$ cat src/rtl/shared_alu_scheduler.sv
// Multi-cycle scheduler for x/z. One adder/subtractor is reused across states
// to form d = a+b, e = a+c and f = a-b, and then the compare/select/shift
// network produces the results.
module shared_alu_scheduler #(
  parameter int unsigned DATAWIDTH = 32
) (
  input  logic                 clk,
  input  logic                 rst,
  input  logic                 start,
  input  logic [DATAWIDTH-1:0] a,
  input  logic [DATAWIDTH-1:0] b,
  input  logic [DATAWIDTH-1:0] c,
  output logic                 busy,
  output logic                 done,
  output logic [DATAWIDTH-1:0] x,
  output logic [DATAWIDTH-1:0] z
);

  typedef enum logic [2:0] {
    StIdle,
    StD,
    StE,
    StF,
    StCmp,
    StDone
  } state_e;

  state_e state_q, state_d;

  logic [DATAWIDTH-1:0] a_q, b_q, c_q;
  logic [DATAWIDTH-1:0] d_q, e_q, f_q;
  logic [DATAWIDTH-1:0] x_q, z_q, x_d, z_d;

  logic                 alu_sub;
  logic [DATAWIDTH-1:0] alu_b, alu_y;

  logic                 lt, eq;
  logic [DATAWIDTH-1:0] g, h;

  // Shared adder: operand select and add/sub mode follow the current state.
  // Subtraction is a + ~b + 1, so one carry chain serves both modes.
  always_comb begin
    alu_sub = (state_q == StF);
    alu_b   = (state_q == StE) ? c_q : b_q;
    alu_y   = a_q + (alu_b ^ {DATAWIDTH{alu_sub}}) + DATAWIDTH'(alu_sub);
  end

  // Compare, select and shift network evaluated from the held intermediates.
  always_comb begin
    lt  = (d_q < e_q);
    eq  = (d_q == e_q);
    g   = lt ? d_q : e_q;
    h   = eq ? g : f_q;
    x_d = lt ? (g << 1) : g;
    z_d = eq ? (h >> 1) : h;
  end

  // Next-state decode and status outputs.
  always_comb begin
    state_d = state_q;
    busy    = (state_q != StIdle);
    done    = (state_q == StDone);
    unique case (state_q)
      StIdle:  if (start) state_d = StD;
      StD:     state_d = StE;
      StE:     state_d = StF;
      StF:     state_d = StCmp;
      StCmp:   state_d = StDone;
      StDone:  state_d = StIdle;
      default: state_d = StIdle;
    endcase
  end

  // State, operand, intermediate and result registers.
  always_ff @(posedge clk) begin
    if (rst) begin
      state_q <= StIdle;
      a_q     <= '0;
      b_q     <= '0;
      c_q     <= '0;
      d_q     <= '0;
      e_q     <= '0;
      f_q     <= '0;
      x_q     <= '0;
      z_q     <= '0;
    end else begin
      state_q <= state_d;
      case (state_q)
        StIdle: begin
          if (start) begin
            a_q <= a;
            b_q <= b;
            c_q <= c;
          end
        end
        StD:   d_q <= alu_y;
        StE:   e_q <= alu_y;
        StF:   f_q <= alu_y;
        StCmp: begin
          x_q <= x_d;
          z_q <= z_d;
        end
        default: ;
      endcase
    end
  end

  assign x = x_q;
  assign z = z_q;

endmodule

$ cat config.mk
export PLATFORM = sky130hd
export DESIGN_NAME = shared_alu_scheduler
export DESIGN_NICKNAME = d
export VERILOG_FILES = /design/src/rtl/shared_alu_scheduler.sv
export SDC_FILE = /design/constraint.sdc
export NUM_CORES = 1
export LEC_CHECK = 0
export ABC_AREA = 1
export BUFFER_PORTS_ARGS = -buffer_cell sky130_fd_sc_hd__buf_2
export CAP_MARGIN = 20
export CORE_AREA = 2 2 177 179
export DETAILED_ROUTE_END_ITERATION = 7
export DIE_AREA = 0 0 179 181
export MAX_ROUTING_LAYER = met4
export PLACE_DENSITY_LB_ADDON = 0.12
export RECOVER_POWER = 50
export SLEW_MARGIN = 20
export SYNTH_ARGS = -nofsm -noshare
export SYNTH_HDL_FRONTEND = slang
export SYNTH_SLANG_ARGS = --single-unit
export TNS_END_PERCENT = 5
$ cat constraint.sdc
create_clock -name clk -period 3 [get_ports clk]
set_input_delay 0.3 -clock clk [delete_from_list [all_inputs] [get_ports clk]]
set_output_delay 0.3 -clock clk [all_outputs]
set_load 0.01 [all_outputs]
==> run summary, run 1 <==
Final non-filler cell area - 0.01655 mm2
Total number of vias - 12730
Seq/Total Area, Yosys - 38.13%
Clock slew at reported path FFs - 0.06 ns
#FFs+latches synth - 259
Clk sinks - 259
Tmin final - 2.878 ns
Layout cell share with drive strength beyond 1 - 19.51%
First-pass iteration count of the detailed router - 5
DR vias/cell - 5.035
Required time of the critical path - 3.46 ns
Sw frac - 36.55%
Fin crit share - 95.92%
Cell with the most instances after synthesis - inv_1
Fraction of registers with async set/reset - 0%
DRC violations left - 0
Die Span X - 179 um
Leakage - 7.783 nW
Post-synth top cells - 332 x inv_1, 271 x a21oi_1, 270 x nand2_1
# setup viols final - 0
GRT busiest layer - met2
Total chip power - 11.39 mW
Largest net degree at the start of global routing - 193
Pre-CTS WS - -0.2181 ns
CTS tree - built
Main synth FF type - dfxtp_1
Peak Freq - 0.3475 GHz
Max Slew Vio Count - 0
Grt met3 use - 2.652%
M1 GR Usage - 33.97%
Net Switching - 4.162 mW
Max Clock Skew - 0.02147 ns
Synth Net Count - 2085
Initial antenna violation count - 0
Final core utilization - 54.54%
Layout net count - 2278
Power per cell area - 688.0 mW/mm2
Clock share of power - 29.2%
Register share of total power - 35.4%
Core Area - 0.03035 mm2
CTS root buf - clkbuf_16
Wire per inst - 15.03 um
ANT nets after route - 0
Vias in the first global route - 11930
Mapped Cells - 1920
Max-slew headroom - 41.53%
Post-synth top area share - 38.13%
Grt met2 use - 36.09%
Initial core utilization - 44.81%
Data arrival, critical path - 3.34 ns
Clk_lat worst skew - 0.56 ns
Setup_tns - 0 ns
IR drop worst, VDD - 0.0004351 V
Post-synth EDFFs - 0
Comb pwr share - 35.3%
Area added between synthesis and finish - 21.70%
Dpl cells - 2468
Worst Hold Margin - 0.01037 ns
GRT Total Usage - 23.71%
Avg Cell Area, Syn - 7.083 um2
Global route overflow - 0
Global-route wire length before repair - 60660 um
Largest fanout on the critical path - 25
H-tree levels - 1
I/O pin total - 165
Num rows - 64
Crit Path Class - reg2reg
Worst Hold Class - in2reg
Largest area contributor in the netlist - dfxtp_1
Mapped Area - 0.01360 mm2
Worst-Margin Slew - 0.8761 ns
Starting DRT DRC Count - 760
I/O Buffers - 164
Fin. Hold Viols - 0
Netlist cell types - 47
Worst Setup Start Kind - register
HPWL after DPL - 27220 um
Number of max-cap violations - 0
Final std cells w/o fill - 2529
Top cells by area, synth - dfxtp_1 38%, a21oi_1 10%, inv_1 9.2%
Yosys warns - 0
RSZ-0062 raised after global routing - true
Status - finished clean
Die Height - 181 um
Die Area - 0.03240 mm2
CTS max path bufs - 3
Crit path capture type - register
Internal power - 7.225 mW
Setup WS post-layout - 0.1223 ns
Placed Area - 0.01530 mm2
Num CTS Buffers - 29
Final GP Congestion - 0.8965
WL final - 38020 um
## final cells by class
class	count	area (um2)
repair buffers	269	1722
flip-flops and latches	259	5191
inverters	335	1260
fillers	3039	13800
diodes	1	2.502
clock buffers	41	820.8
clock inverters	9	58.81
well taps	396	495.5
multi-input cells	1219	7000
## flip-flops by register name, indices dropped and copies added, names as in the netlist
name	count
c_q	32
f_q	32
a_q	32
b_q	32
d_q	32
e_q	32
z	32
state_q	3
x	32
## cell families (layout without fill, tap and decap cells)
| kind of cell | count (synthesis) | after routing | synth area share, % |
|---|---|---|---|
| compound gates | 558 | 558 | 22.22 |
| xor+xnor | 46 | 46 | 3.073 |
| fa+ha+maj | 66 | 66 | 6.128 |
| buf+inv | 442 | 654 | 12.69 |
| flops | 259 | 259 | 38.13 |
| other cells | 0 | 1 | 0 |
| simple gates | 549 | 549 | 17.77 |
## routing by layer
metal	share of wire, %	wire length, um
met5	0	0
met4	1.6	614
met3	5.3	2009
met2	43	16310
met1	50	19090
## placed cells by master, fill, tap and decap left out, types with 3 or more instances in the layout
master	instances
inv_1	330
nand3b_1	4
nor3_1	7
clkinv_2	5
buf_12	8
nor3_2	5
inv_2	3
clkbuf_8	5
buf_4	94
buf_2	163
xnor2_1	3
o21bai_1	12
nor2_1	59
nand4_1	7
o21a_1	18
nand3_1	155
nand2_1	262
o21ai_1	30
o21ai_2	9
ha_1	60
clkbuf_16	29
dfxtp_1	256
nor2_2	6
a21oi_1	250
o211ai_1	40
xor2_1	41
nand3_2	11
nand2_4	3
a21o_1	4
a21oi_2	22
o21ai_0	162
ha_2	4
clkbuf_1	8
nand2_2	23
## power groups by stage
stage                     clock, mW  sequential [mW]  combinational, mW
final                          3.33             4.03               4.02
after detailed placement          0             4.10               3.79
after global placement            0             4.09               3.77
after floorplan                   0             4.04               2.48
after CTS                      3.40             4.03               3.85
after global routing           3.55             4.08               4.50
## repair_timing
| action | in CTS | in global routing |
|---|---|---|
| setup buffers | 2 | 7 |
| endpoints found under the setup margin | 17 | 64 |
| pin swaps | 3 | 18 |
| hold endpoints to repair | 1 | 0 |
| hold buffers | 1 | 0 |
| resized for setup | 15 | 98 |
## critical path, cell delays in order, from the launching register on
cell and delay, ns:
dfxtp_4 0.37, nor2_4 0.14, nand2_4 0.08, buf_12 0.16
buf_8 0.15, nand2_1 0.05, o21ai_0 0.09, xor2_1 0.16
ha_2 0.40, nand2_1 0.09, buf_4 0.14, nor2_2 0.19
nand2_1 0.11, nor2_1 0.14, a211oi_2 0.06, buf_4 0.14
nand3_2 0.08, nand3_1 0.09, nand2_1 0.10, inv_1 0.04
## final timing paths
path | from | endpoint | slack (ns) | cells past startpoint
min reg2reg | c_q[13] | c_q[13] | 0.44 | 2
min | a[29] | a_q[29] | 0.01 | 3
max reg2reg | state_q[0] | e_q[27] | 0.12 | 19
max | state_q[0] | e_q[27] | 0.12 | 19
Power figures use the tool's default switching activity.
==> run 2: changes to the inputs <==
==> constraint.sdc (replaced) <==
create_clock -name clk -period 3.4 [get_ports clk]
set_input_delay 0.34 -clock clk [delete_from_list [all_inputs] [get_ports clk]]
set_output_delay 0.34 -clock clk [all_outputs]
set_load 0.01 [all_outputs]
==> run 2 against run 1 <==
Against the previous run:
- the flow now finishes with violations (capacitance limit, slew limit)
- non-clock buffer count is 78 lower
- die area stayed put
- clock power is 2% higher
- global-route usage is 0.49 points higher
- worst hold slack better by 0.048 ns
- routed wire length is 0.12% lower
- sequential share of layout area is 1.6 points higher
- flip-flop and latch count stayed put
- core utilization is 2.7 points lower
- sequential power is 12% lower
- first-iteration DRC count is 16% higher
- largest cell class unchanged
==> run summary, run 2 (synthesis gave the netlist of run 1 again) <==
Status - finished, violations left
Failing checks - capacitance limit, slew limit
Final GP Congestion - 0.8661
Largest net degree at the start of global routing - 114
Fin crit share - 91.85%
Setup_tns - 0 ns
Worst-Margin Slew - 2.295 ns
Diode count - 0
Slowest-stage cell, CP - dfxtp_2
Crit path cell chain - nor2_4 -> nand2_4 -> o21ai_0 -> xor2_1 -> ha_1 -> a21oi_1 -> o21ai_0 -> a21oi_1 -> o21ai_4 -> nand2_1 -> nand2_2 -> nand3_1 -> nand2_1 -> nand2_1 -> nand3_1 -> nand2_1 -> inv_1
DRC violations left - 0
Die Area - 0.03240 mm2
First-pass iteration count of the detailed router - 5
Wire per inst - 15.48 um
Global route overflow - 0
Pre-CTS WS - 0.1738 ns
Required time of the critical path - 3.85 ns
Post-cts resize count - 0
Core Area - 0.03035 mm2
Area added between synthesis and finish - 15.62%
Crit path capture type - register
Tmin final - 3.123 ns
CTS max path bufs - 3
Layout net count - 2200
Total number of vias - 12540
ANT nets after route - 0
Setup WS post-layout - 0.2772 ns
# setup viols final - 0
Most common cell after layout, fill and taps aside - inv_1
Die Height - 181 um
Max Slew Vio Count - 45
CTS root buf - clkbuf_16
Clk_lat worst skew - 0.56 ns
Global-route wire length before repair - 62400 um
Worst Hold Class - in2reg
Most used cell, CP - nand2_1
Starting DRT DRC Count - 879
Fin. Hold Viols - 0
Number of max-cap violations - 1
CTS tree - built
Crit path max-delay family - compound AO/OA/AOI/OAI gates
Max-slew headroom - -52.97%
Initial core utilization - 44.81%
GRT Total Usage - 24.19%
Die Span X - 179 um
Power per cell area - 640.5 mW/mm2
# hold bufs at CTS - 0
HPWL after DPL - 26850 um
Worst Hold Margin - 0.05800 ns
H-tree levels - 1
Crit Path Class - reg2reg
Max Clock Skew - 0.01400 ns
Num CTS Buffers - 29
IR drop worst, VDD - 0.0004096 V
Clk sinks - 259
Peak Freq - 0.3202 GHz
Layout cell share with drive strength beyond 1 - 10.55%
Num rows - 64
Final non-filler cell area - 0.01572 mm2
WL final - 37970 um
I/O pin total - 165
WP buf/inv - 1
Largest stage delay, worst path - 0.35 ns
RSZ-0062 raised after global routing - true
I/O Buffers - 164
Initial antenna violation count - 0
DR vias/cell - 5.110
Leakage - 7.134 nW
Vias in the first global route - 12030
Most frequent cells in the layout - 332 x inv_1, 270 x a21oi_1, 269 x nand2_1
Placed Area - 0.01476 mm2
Largest fanout on the critical path - 18
Clock slew at reported path FFs - 0.06 ns
Data arrival, critical path - 3.58 ns
Post-CTS Repair Setup Buffers - 0
Worst Setup Start Kind - register
-- run 2: changes by cell type in the layout (fill, tap and decap cells not counted), moves of 20 or more --
cell,change
buf_4,-74
buf_2,-64
clkbuf_1,+62
o21ai_0,+29
o21ai_1,-22
a21oi_1,+20
a21oi_2,-20
-- run 2: worst min-delay path, delay by kind of cell --
kind            cells  cell delay [ns]
compound gates      2             0.17
buf+inv             1             0.07
-- run 2: path summary, 6_finish.rpt --
kind | from | to | slack, ns | cells after the start
worst max-delay path | state_q[2] | e_q[21] | 0.28 | 17
worst min-delay path | a[8] | a_q[8] | 0.06 | 3
worst max register to register | state_q[2] | e_q[21] | 0.28 | 17
worst min register to register | c_q[31] | c_q[31] | 0.44 | 2
-- run 2: metrics by stage --
| step | total power [mW] | utilization [%] | std cells |
|---|---|---|---|
| floorplan | 5.754 | - | 1920 |
| global placement | 6.689 | 48.64 | 2400 |
| detailed placement | 6.709 | 48.64 | 2400 |
| CTS | 10.14 | 52.09 | 2453 |
| global route | 10.72 | 51.81 | 2453 |
| finish | 10.07 | 51.81 | 2453 |
-- run 2: cell type report --
| cell class | instances | area [um2] |
|---|---|---|
| Fill cell | 3100 | 14630 |
| Multi-Input combinational cell | 1219 | 6734 |
| Sequential cell | 259 | 5187 |
| Inverter | 335 | 1260 |
| Timing Repair Buffer | 191 | 998.5 |
| Clock buffer | 41 | 850.8 |
| Tap cell | 396 | 495.5 |
| Clock inverter | 12 | 197.7 |
-- run 2: per-layer routing --
layer	wire length [um]	vias to the layer above	global-route usage, %	part of all wire [%]
li1	-	6499	-	-
met1	19250	5644	35.25	51
met2	16000	348	35.94	42
met3	2119	44	2.820	5.6
met4	596	0	4.911	1.6
met5	0	-	-	0
-- run 2: power by group --
part | internal [mW] | total (mW) | switching (mW) | leakage, nW
Clock | 2.11 | 3.40 | 1.29 | 0.511
Sequential | 3.37 | 3.56 | 0.190 | 2.12
Combinational | 1.03 | 3.11 | 2.09 | 4.50
